## src/rtl/serial_add_ctrl.sv

```systemverilog
// serial_add_ctrl
//   Bit-serial add/subtract controller. A single 1-bit full-adder cell is
//   reused for WIDTH clock cycles, LSB first, with the carry held in a
//   register between bits. Operands are latched on an accepted start
//   request. The sum, carry-out and signed-overflow flag are presented
//   with a one-cycle done pulse.
//
// Ports
//   clk_i     : clock, rising edge active
//   rst_ni    : asynchronous active-low reset
//   start_i   : operation request, sampled only while idle
//   sub_i     : 0 = a + b, 1 = a - b (latched with start)
//   a_i, b_i  : WIDTH-bit operands (latched with start)
//   busy_o    : high while the serial adder is running
//   done_o    : one-cycle pulse, result_o/co_o/v_o valid
//   result_o  : sum/difference, held until the next accepted start
//   co_o      : final carry out (for subtraction 1 = no borrow)
//   v_o       : signed overflow (carry into MSB xor carry out of MSB)

module serial_add_ctrl #(
  parameter int WIDTH = 32
) (
  input  logic             clk_i,
  input  logic             rst_ni,
  input  logic             start_i,
  input  logic             sub_i,
  input  logic [WIDTH-1:0] a_i,
  input  logic [WIDTH-1:0] b_i,
  output logic             busy_o,
  output logic             done_o,
  output logic [WIDTH-1:0] result_o,
  output logic             co_o,
  output logic             v_o
);

  localparam int CNT_W = (WIDTH > 2) ? $clog2(WIDTH) : 1;
  localparam logic [CNT_W-1:0] LAST_BIT = CNT_W'(WIDTH - 1);

  typedef enum logic [1:0] {
    S_IDLE,
    S_RUN,
    S_FIN
  } state_e;

  state_e           state_q;
  logic [WIDTH-1:0] opa_q;
  logic [WIDTH-1:0] opb_q;
  logic [WIDTH-1:0] res_q;
  logic             carry_q;
  logic [CNT_W-1:0] cnt_q;
  logic             busy_q;
  logic             done_q;
  logic             co_q;
  logic             v_q;

  // The shared full-adder cell, always looking at the current LSBs and the
  // registered carry.
  logic sum_d;
  logic carry_d;

  always_comb begin
    sum_d   = opa_q[0] ^ opb_q[0] ^ carry_q;
    carry_d = (opa_q[0] & opb_q[0]) | (opa_q[0] & carry_q) | (opb_q[0] & carry_q);
  end

  // Controller and datapath. Subtraction is done as a + ~b + 1, so the
  // inverted operand and a carry-in of one are loaded at acceptance.
  always_ff @(posedge clk_i or negedge rst_ni) begin
    if (!rst_ni) begin
      state_q <= S_IDLE;
      opa_q   <= '0;
      opb_q   <= '0;
      res_q   <= '0;
      carry_q <= 1'b0;
      cnt_q   <= '0;
      busy_q  <= 1'b0;
      done_q  <= 1'b0;
      co_q    <= 1'b0;
      v_q     <= 1'b0;
    end else begin
      case (state_q)
        S_IDLE: begin
          done_q <= 1'b0;
          if (start_i) begin
            opa_q   <= a_i;
            opb_q   <= sub_i ? ~b_i : b_i;
            carry_q <= sub_i;
            cnt_q   <= '0;
            res_q   <= '0;
            busy_q  <= 1'b1;
            state_q <= S_RUN;
          end
        end
        S_RUN: begin
          res_q   <= {sum_d, res_q[WIDTH-1:1]};
          opa_q   <= {1'b0, opa_q[WIDTH-1:1]};
          opb_q   <= {1'b0, opb_q[WIDTH-1:1]};
          carry_q <= carry_d;
          cnt_q   <= cnt_q + 1'b1;
          // On the MSB, carry_q is the carry into the MSB, so overflow is
          // simply its difference from the carry out.
          if (cnt_q == LAST_BIT) begin
            co_q    <= carry_d;
            v_q     <= carry_q ^ carry_d;
            busy_q  <= 1'b0;
            done_q  <= 1'b1;
            state_q <= S_FIN;
          end
        end
        S_FIN: begin
          done_q  <= 1'b0;
          state_q <= S_IDLE;
        end
        default: begin
          busy_q  <= 1'b0;
          done_q  <= 1'b0;
          state_q <= S_IDLE;
        end
      endcase
    end
  end

  assign busy_o   = busy_q;
  assign done_o   = done_q;
  assign result_o = res_q;
  assign co_o     = co_q;
  assign v_o      = v_q;

endmodule

```

## config.mk

```make
export PLATFORM = sky130hd
export DESIGN_NAME = serial_add_ctrl
export DESIGN_NICKNAME = d
export VERILOG_FILES = /design/src/rtl/serial_add_ctrl.sv
export SDC_FILE = /design/constraint.sdc
export NUM_CORES = 1
export LEC_CHECK = 0
export BUFFER_PORTS_ARGS = -buffer_cell sky130_fd_sc_hd__buf_2
export CORE_ASPECT_RATIO = 1.1
export CORE_MARGIN = 5
export CORE_UTILIZATION = 55
export CTS_BUF_LIST = sky130_fd_sc_hd__clkbuf_4 sky130_fd_sc_hd__clkbuf_8
export CTS_CLUSTER_DIAMETER = 100
export DETAILED_ROUTE_END_ITERATION = 10
export MAX_ROUTING_LAYER = met4
export PLACE_DENSITY = 0.89
export SLEW_MARGIN = 20
export SYNTH_ARGS = -nofsm -noshare
export SYNTH_HDL_FRONTEND = slang
export SYNTH_SLANG_ARGS = --single-unit
export TNS_END_PERCENT = 50
```

## constraint.sdc

```tcl
create_clock -name clk_i -period 3.18 [get_ports clk_i]
set_input_delay 0.477 -clock clk_i [delete_from_list [all_inputs] [get_ports clk_i]]
set_output_delay 0.477 -clock clk_i [all_outputs]
set_load 0.01 [all_outputs]
```

* Yosys cells after proc, flatten, opt, wreduce, memory -nomap -nowiden
Index checks and enable logic that the tools add are counted.
Cells by class: add/sub/neg operators 1, eq/ne operators 5, multiplexer cells 19, bitwise gates (word level) 10, reductions and logical operators 6
Operator list (number):
- 32-bit case mux with 2 select lines | 3
- 32-bit two-way mux | 4
- 32-bit inverter | 1
- 5-bit case mux with 2 select lines | 1
- 2-bit AND reduction | 3
- 5-bit by 1-bit adder with 5-bit output (second input constant) | 1
- 5-bit equality test (second input constant) | 1
- 1-bit two-way mux | 5
- 5-bit two-way mux | 1
- 2-bit two-way mux | 2
- 2-bit != test (second input constant) | 2
- 2-bit case mux with 2 select lines | 1
- 1-bit AND | 3
- 1-bit case mux with 3 select lines | 1
- 3-bit AND reduction | 1
- 1-bit XOR | 3
- 2-bit by 1-bit equality test with 1-bit output (second input constant) | 1
- 2-bit equality test (second input constant) | 1
- 2-bit zero test | 1
- 1-bit OR | 2
- 1-bit case mux with 2 select lines | 1
- 2-bit nonzero test | 1
- 1-bit inverter | 1
Storage, ports and cells: flip-flop bits (word level) 108, bits of input ports 68, word-level logic and storage cells 51

* Longest topological paths before layout
Gate-level depths: netlist of run 1.
depth in word-level cells 4, gate-level depth with buffers 6, mapped depth without buffers 6

* Worst setup path before layout of run 1
No wires, ideal clock.
kind in2reg, from input sub_i, to register opb_q[29], setup time 0.126 ns, arrival time 1.340 ns, required time 3.054 ns, path slack 1.713 ns, cell stages on the path 5, buffers on the path 2, path through buf_2 > buf_2 > xnor2_1 > o32ai_1 > a221o_1
Between the ends: longest elaborated chain between the ends 3
Ends and longest elaborated chain:
- from (decl) | RTL line 26 | input logic sub_i,
- 32-bit two-way mux | RTL line 86 | opb_q <= sub_i ? ~b_i : b_i;
- 32-bit two-way mux | RTL line 84 | if (start_i) begin
- 32-bit case mux with 2 select lines | RTL line 81 | case (state_q)
- to (signal assigned) | RTL line 86
- to (signal assigned) | RTL line 97 | opb_q <= {1'b0, opb_q[WIDTH-1:1]};
- to (decl) | RTL line 47 | logic [WIDTH-1:0] opb_q;
Every way passes these cells. The select of a mux whose other input is x is not followed. A chain may end at the register's enable or synchronous reset.

* Final worst setup path of run 1
from register state_q[0], to register opb_q[27]
Between the ends: longest elaborated chain between the ends 3, elaborated cells on any way between the ends 6, those cells by class eq/ne (2); mux (1); reduce/logical (3)
Ends and longest elaborated chain:
- from (decl) | RTL line 45 | state_e state_q;
- from (signal assigned) | RTL line 70 | state_q <= S_IDLE;
- from (signal assigned) | RTL line 91 | state_q <= S_RUN;
- from (signal assigned) | RTL line 107 | state_q <= S_FIN;
- 2-bit by 1-bit equality test with 1-bit output or 2-bit zero test (tied branches) | RTL line 81
- 2-bit nonzero test (no source line) or 2-bit != test (tied branches)
- 2-bit AND reduction (no source line)
Several ways; a longest one is shown, not always the timed one.

==> results.json, run 1 <==
{
  "p_leak_nw": 2.70,
  "final_util_pct": 65.2,
  "tns_ns": 0,
  "layout.nets": 633,
  "port_buffers": 103,
  "synth_top_area_share_pct": 53.5,
  "critPathBufInv": 0,
  "rr_endpoint": "opb_q[27]",
  "ctsResizeCount": 0,
  "vias": 4082,
  "n_antenna_cell": 0,
  "synth.most_common_cell": "dfrtp_1",
  "wl_per_cell_um": 17.1,
  "multi_input_area_mm2": 0.00213,
  "htree_levels": 3,
  "cp_max_fo": 34,
  "drt_first_pass_iters": 5,
  "synth_commonest_cells": "108 x dfrtp_1, 56 x nand2_1, 42 x o21ai_0",
  "max_stage_delay_ns": 0.86,
  "ctsHoldBuffers": 0,
  "ys_ff_latch": 108,
  "met1_length_mm": 5.00,
  "synthTopCellsByArea": "dfrtp_1 54%, a22o_1 5.7%, xnor2_1 5.4%",
  "synth_top_cell_by_area": "dfrtp_1",
  "syn_nets": 556,
  "drc": 0,
  "fillers": 676,
  "postRouteAntennaNets": 0,
  "first_global_vias": 4044,
  "final.period_utilization_pct": 71.7,
  "cts_tree": "done",
  "ys_types": 33,
  "min_period_ns": 2.28,
  "drv_cap": 0,
  "dr_wl_met2_mm": 5.83,
  "ios": 104,
  "die_h_um": 111,
  "rrSetupSlack_ns": 0.90,
  "grt_pass1_wl_mm": 19.9,
  "syn_inst": 485,
  "cts_max_path_buffers": 2,
  "syn_area_per_cell_um2": 10.4,
  "crit_required_ns": 3.45,
  "ys_seq_area_share_pct": 53.5,
  "placed_area_mm2": 0.00561,
  "worstSetupEndpointType": "flip-flop",
  "wl_met3_um": 569,
  "path_cells": "or3b_1, o32ai_1, a221o_1",
  "area_delta_synth_final_pct": 15.0,
  "drt_iter0_drc": 339,
  "routabilityCongestion": 0.787,
  "yosys_most_used_dff": "dfrtp_1",
  "tightest_slew_ns": 1.00,
  "insertion_delay_ns": 0.38,
  "hold_class": "input port to asynchronous set/reset pin",
  "startpoint_type": "flip-flop",
  "grt_setup_unrepaired": "no",
  "post_cts_buffers": 0,
  "finalSetupViolations": 0,
  "irDropWorstVdd_mv": 0.351,
  "worstSetupStartpoint": "state_q[0]",
  "slowest_stage": "or3b_1",
  "dp_hpwl_mm": 7.67,
  "synth_edf_count": 0,
  "async_flop_share_pct": 100,
  "seq_area_mm2": 0.00271,
  "start_util_pct": 56.6,
  "top_layer_used": "met4",
  "worstSetupPathType": "flip-flop to flip-flop",
  "die-width_um": 101,
  "grt_usage_pct": 22.2,
  "fmax_ghz": 0.439,
  "endpoint": "opb_q[27]",
  "grt.overflow.total": 0,
  "cp_top_family": "simple AND/OR/NAND/NOR gates",
  "r2r_cells": 3,
  "path_clk_slew_ns": 0.11,
  "status": "complete, no violations",
  "viasPerCell": 5.99,
  "fp.coreArea_mm2": 0.00892,
  "cts_num_sinks": 108,
  "relSlewSlack_pct": 33.0,
  "antenna_found_initial": 0,
  "finalInstanceArea_mm2": 0.00581,
  "hold_viol_final": 0,
  "synth_area_mm2": 0.00505,
  "grt_max_degree": 73,
  "yosys_warnings": 0,
  "routed_wl_mm": 11.6,
  "layout-drive-gt1-share_pct": 23.5,
  "power_density_mw_per_mm2": 797,
  "rows": 36,
  "skew_ns": 0.0107,
  "cp_data_arrival_time_ns": 2.55,
  "slew_violations": 0,
  "worst-path-stages": 3,
  "numCtsBuffers": 9,
  "r2r-start": "state_q[0]",
  "cts-root-buf": "clkbuf_8",
  "dieArea_mm2": 0.0112
}
how the worst min path moves through the flow:
stage / slack, ns / depth (start not counted) / startpoint / endpoint
after floorplan: 0.18 / 0 / rst_ni / busy_o
final: 0.20 / 1 / rst_ni / opb_q[10]
after CTS: 0.25 / 1 / rst_ni / opb_q[10]
after global placement: 0.47 / 2 / opb_q[16] / opb_q[16]
after global routing: 0.30 / 1 / rst_ni / result_o[22]
after detailed placement: 0.48 / 2 / opb_q[4] / opb_q[4]
cell usage in the layout (no fill, tap or decap), drive strengths merged:
| master | instances |
|---|---|
| a221o | 5 |
| ha | 2 |
| o211ai | 4 |
| nor2b | 33 |
| a22o | 33 |
| o221ai | 22 |
| mux2i | 1 |
| o31ai | 1 |
| o21bai | 1 |
| a21oi | 31 |
| clkbuf | 10 |
| fa | 1 |
| and3 | 1 |
| clkinv | 2 |
| o21ai | 42 |
| xor2 | 2 |
| nand2 | 56 |
| nand3b | 1 |
| and2 | 1 |
| xnor2 | 31 |
| nand3 | 1 |
| inv | 12 |
| nor3b | 1 |
| bufinv | 1 |
| dfrtp | 108 |
| nor2 | 7 |
| o32ai | 4 |
| buf | 112 |
| a22oi | 36 |
| or3b | 1 |
| a2bb2oi | 3 |
| nand2b | 1 |
state kept, by name, summed over array words and instances, names as in the netlist:
signal    flops
opa_q        32
opb_q        32
carry_q       1
co_o          1
done_o        1
v_o           1
busy_o        1
cnt_q         5
state_q       2
result_o     32
per-stage QoR:
stage,hold WS (ns),power (mW),cells,setup slack [ns]
detailed placement,0.478,3.79,665,0.723
floorplan,0.181,3.24,485,1.71
global route,0.303,4.96,681,0.701
CTS,0.246,4.66,681,0.909
global placement,0.468,3.68,665,0.811
finish,0.203,4.63,681,0.900
area by class of cell:
cell class / count / share of cell area, %
Clock inverter: 6 / 1.21
Clock buffer: 10 / 2.26
Timing Repair Buffer: 112 / 10.3
Tap cell: 114 / 2.45
Inverter: 9 / 0.581
Multi-Input combinational cell: 322 / 36.6
Sequential cell: 108 / 46.6
report_power, final:
group          internal (mW)  switching (mW)
sequential              1.88           0.409
combinational          0.719           0.754
clock                  0.382           0.484
kinds of logic (layout without fill, tap and decap cells):
logic type                 after synthesis  after routing  synth area share [%]
xor gates and xnor gates                33             33                  5.72
and+or+nand+nor                        103            103                  9.71
DFF                                    108            108                  53.5
adders and majority gates                3              3                 0.892
muxes                                    1              1                 0.198
AOI/OAI and AO/OA                      182            182                  25.2
buffers and inverters                   55            137                  4.76
metal layers:
metal,vias up,GRT usage [%]
met5,-,-
met4,0,7.54
met3,23,3.72
met2,115,33.1
met1,2045,30.7
li1,1899,-
No activity file was read; power rests on OpenSTA's default activity.
==> inputs of run 2 (changes only) <==
clock period = 2.2 ns   (was 3.18 ns; I/O delays follow)
==> results.json, run 2 (same netlist as run 1, synthesis figures left out) <==
{
  "htree_levels": 3,
  "r2r_cells": 4,
  "n_antenna_cell": 0,
  "crit_required_ns": 2.47,
  "first_global_vias": 4129,
  "p_leak_nw": 2.74,
  "finalInstanceArea_mm2": 0.00589,
  "rows": 36,
  "die-width_um": 101,
  "critPathBufInv": 1,
  "die_h_um": 111,
  "grt.overflow.total": 0,
  "routabilityCongestion": 0.790,
  "placed_area_mm2": 0.00570,
  "start_util_pct": 56.6,
  "layout.nets": 639,
  "cp_top_family": "flip-flops",
  "grt_pass1_wl_mm": 19.9,
  "status": "complete, no violations",
  "relSlewSlack_pct": 48.1,
  "drt_iter0_drc": 342,
  "worstSetupPathType": "flip-flop to flip-flop",
  "cts_tree": "done",
  "grt_setup_unrepaired": "no",
  "rrSetupSlack_ns": 0.46,
  "cp_max_fo": 18,
  "finalSetupViolations": 0,
  "irDropWorstVdd_mv": 0.432,
  "vias": 4162,
  "r2r-start": "state_q[0]",
  "min_from": "a_i[27]",
  "layout_commonest_cell": "dfrtp_1",
  "fp.coreArea_mm2": 0.00892,
  "routed_wl_mm": 11.9,
  "layout-drive-gt1-share_pct": 24.1,
  "dieArea_mm2": 0.0112,
  "drc": 0,
  "hold-path-endpoint": "opa_q[27]",
  "slowest_stage": "dfrtp_2",
  "numCtsBuffers": 9,
  "power_density_mw_per_mm2": 1140,
  "worstSetupStartpoint": "state_q[0]",
  "fillers": 687,
  "hold_class": "input port to flip-flop",
  "drt_first_pass_iters": 6,
  "tns_ns": 0,
  "wl_per_cell_um": 17.4,
  "mostFrequentLayoutCells": "106 x dfrtp_1, 102 x buf_2, 56 x nand2_1",
  "hold_viol_final": 0,
  "insertion_delay_ns": 0.37,
  "area_delta_synth_final_pct": 16.7,
  "ios": 104,
  "dp_hpwl_mm": 8.09,
  "cts_num_sinks": 108,
  "rr_endpoint": "opb_q[23]",
  "cp_data_arrival_time_ns": 2.01,
  "drv_cap": 0,
  "worstSetupEndpointType": "flip-flop",
  "viasPerCell": 6.06,
  "cts-root-buf": "clkbuf_8",
  "final.period_utilization_pct": 79.1,
  "skew_ns": 0.0133,
  "grt_usage_pct": 22.3,
  "startpoint_type": "flip-flop",
  "path_cells": "or3b_1, buf_4, nor2_1, a221o_1",
  "fmax_ghz": 0.575,
  "grt_max_degree": 51,
  "cts_max_path_buffers": 2,
  "path_clk_slew_ns": 0.11,
  "postRouteAntennaNets": 0,
  "antenna_found_initial": 0,
  "tightest_slew_ns": 0.777,
  "hold_depth": 3,
  "slew_violations": 0,
  "min_period_ns": 1.74,
  "max_stage_delay_ns": 0.53,
  "port_buffers": 103
}
## run 2: cell count changes in the layout (fill, tap and decap cells not counted)
cell / delta
inv_8: +2
bufinv_16: -1
clkinv_4: -1
clkbuf_4: -1
buf_4: +1
buf_12: +4
dlygate4sd3_1: +1
inv_6: +1
## run 2: area by class of cell
| cell class | count | area (um^2) | share of cell area, % |
|---|---|---|---|
| timing repair buffer | 118 | 696 | 11.8 |
| inverter | 9 | 33.8 | 0.573 |
| sequential | 108 | 2710 | 45.9 |
| multi-input combinational | 322 | 2130 | 36.1 |
| clock buffer | 9 | 124 | 2.10 |
| tap | 114 | 143 | 2.42 |
| clock inverter | 7 | 62.6 | 1.06 |
## run 2: worst max-delay path by stage
| stage | depth (start not counted) | to | slack, ns |
|---|---|---|---|
| 2_1_floorplan | 6 | opb_q[27] | 0.81 |
| 3_3_place_gp | 6 | opb_q[12] | 0.53 |
| 3_5_place_dp | 6 | opb_q[1] | 0.43 |
| 4_1_cts | 4 | opb_q[23] | 0.47 |
| 5_1_grt | 3 | opb_q[4] | 0.34 |
| 6_report | 4 | opb_q[23] | 0.46 |
## run 2: worst reg2reg max path, stage by stage, from the launching register on
cell and delay, ns:
dfrtp_2 0.53, or3b_1 0.45, buf_4 0.32, nor2_1 0.08, a221o_1 0.26
## run 2: stage by stage
step / hold slack, ns / cells / total power, mW / util, % / worst slack [ns]
global placement: 0.305 / 670 / 5.40 / 63.9 / 0.527
floorplan: 0.0344 / 485 / 4.68 / - / 0.811
global route: 0.239 / 687 / 7.14 / 66.1 / 0.343
detailed placement: 0.313 / 670 / 5.56 / 63.9 / 0.430
CTS: 0.222 / 687 / 6.73 / 66.1 / 0.468
finish: 0.244 / 687 / 6.69 / 66.1 / 0.460
## run 2: power by group
group	leakage [nW]	total (mW)	internal (mW)	switching (mW)
clock network	0.0988	1.17	0.443	0.724
registers	1.42	3.30	2.72	0.574
logic	1.22	2.23	1.09	1.14
## run 2: routing by layer
layer	part of all wire, %	GRT usage, %	vias to the layer above
li1	-	-	1912
met1	42	30.3	2076
met2	51	34.1	149
met3	5.1	3.59	25
met4	2.1	7.45	0
met5	0	-	-
## run 2: what timing repair did
action	CTS	global route
gates resized for setup	0	0
endpoints found under the hold margin	32	0
buffers inserted	0	0
hold buffers	1	0
==> inputs of run 3 (changes only) <==
clock period = 1.7 ns   (was 2.2 ns; I/O delays follow)
==> results.json, run 3 (same netlist as run 1, synthesis figures left out) <==
{
  "mostFrequentLayoutCells": "106 x dfrtp_1, 102 x buf_2, 56 x nand2_1",
  "tightest_slew_ns": 0.484,
  "n_antenna_cell": 0,
  "p_leak_nw": 2.75,
  "hold_depth": 3,
  "fillers": 680,
  "drc": 0,
  "postRouteAntennaNets": 0,
  "start_util_pct": 56.6,
  "layout_setup_ws_ns": 0.165,
  "dp_slack_ns": 0.209,
  "tns_ns": 0,
  "fp.coreArea_mm2": 0.00892,
  "wl_per_cell_um": 17.4,
  "routed_wl_mm": 12.1,
  "grt.overflow.total": 0,
  "seq_area_mm2": 0.00271,
  "htree_levels": 3,
  "vias": 4158,
  "hold_class": "input port to flip-flop",
  "fmax_ghz": 0.651,
  "post_cts_buffers": 0,
  "worstSetupEndpointType": "flip-flop",
  "dieArea_mm2": 0.0112,
  "grt_max_degree": 56,
  "routabilityCongestion": 0.818,
  "startpoint_type": "flip-flop",
  "status": "complete, no violations",
  "numCtsBuffers": 9,
  "cts_num_sinks": 108,
  "path_clk_slew_ns": 0.10,
  "drt_first_pass_iters": 5,
  "worstSetupPathType": "flip-flop to flip-flop",
  "cp_max_fo": 14,
  "rows": 36,
  "die_h_um": 111,
  "skew_ns": 0.0101,
  "drv_cap": 0,
  "crit_required_ns": 1.98,
  "cts-root-buf": "clkbuf_8",
  "port_buffers": 103,
  "first_global_vias": 4216,
  "relSlewSlack_pct": 67.8,
  "cp_data_arrival_time_ns": 1.82,
  "layout-drive-gt1-share_pct": 25.0,
  "area_delta_synth_final_pct": 16.8,
  "grt_usage_pct": 22.8,
  "place_inst": 678,
  "final.period_utilization_pct": 90.3,
  "instances_no_fill": 694,
  "layout_commonest_cell": "dfrtp_1",
  "die-width_um": 101,
  "multi_input_area_mm2": 0.00213,
  "cts_max_path_buffers": 2,
  "dp_hpwl_mm": 8.38,
  "antenna_found_initial": 0,
  "drt_iter0_drc": 307,
  "power_density_mw_per_mm2": 1460,
  "irDropWorstVdd_mv": 0.651,
  "layout.nets": 647,
  "grt_setup_unrepaired": "no",
  "ios": 104,
  "hold_viol_final": 0,
  "min_period_ns": 1.54,
  "slew_violations": 0,
  "viasPerCell": 5.99,
  "grt_pass1_wl_mm": 20.3,
  "finalSetupViolations": 0,
  "r2r_cells": 3,
  "cts_tree": "done",
  "insertion_delay_ns": 0.37
}
-- run 3: worst max-delay path, cell delays in order, from the launching register on --
cell,delay (ns)
dfrtp_2,0.44
or3b_1,0.52
buf_4,0.26
o221ai_1,0.22
-- run 3: timing repair --
action	4_1_cts	5_1_grt
hold buffers	1	0
endpoints found under the setup margin	0	0
hold endpoints to repair	72	0
gates resized for setup	0	0
-- run 3: where the power goes --
part / leakage (nW) / switching, mW / internal (mW)
logic: 1.24 / 1.51 / 1.41
registers: 1.42 / 0.708 / 3.52
clock network: 0.0890 / 0.866 / 0.583
-- run 3: area by class of cell --
type | instances | area share, %
Sequential cell | 108 | 45.8
Inverter | 9 | 0.573
Multi-Input combinational cell | 322 | 36.1
Clock buffer | 11 | 2.46
Timing Repair Buffer | 126 | 12.2
Tap cell | 114 | 2.42
Clock inverter | 4 | 0.445
-- run 3: through the flow --
stage,instance area (um^2),power [mW],util (%),hold WS [ns]
final,5900,8.59,66.2,0.174
after CTS,5900,8.63,66.2,0.162
after detailed placement,5720,7.19,64.1,0.0906
after global placement,5720,6.98,64.1,0.0901
after global routing,5900,9.15,66.2,0.174
after floorplan,5050,6.06,-,-0.0406
-- run 3: worst paths after layout --
check,startpoint,end,slack [ns]
worst max-delay path,state_q[1],opb_q[5],0.16
worst min-delay path,a_i[9],opa_q[9],0.17
min in group asynchronous,rst_ni,opb_q[6],0.24
max in group asynchronous,rst_ni,result_o[11],0.84
worst min register to register,opb_q[22],opb_q[22],0.50
worst max register to register,state_q[1],opb_q[5],0.16
-- run 3: metal layers --
| layer | wire [um] | global-route usage, % | vias to the layer above |
|---|---|---|---|
| li1 | - | - | 1922 |
| met1 | 4880 | 29.1 | 2085 |
| met2 | 6340 | 36.7 | 133 |
| met3 | 638 | 3.85 | 18 |
| met4 | 212 | 7.62 | 0 |
| met5 | 0 | - | - |
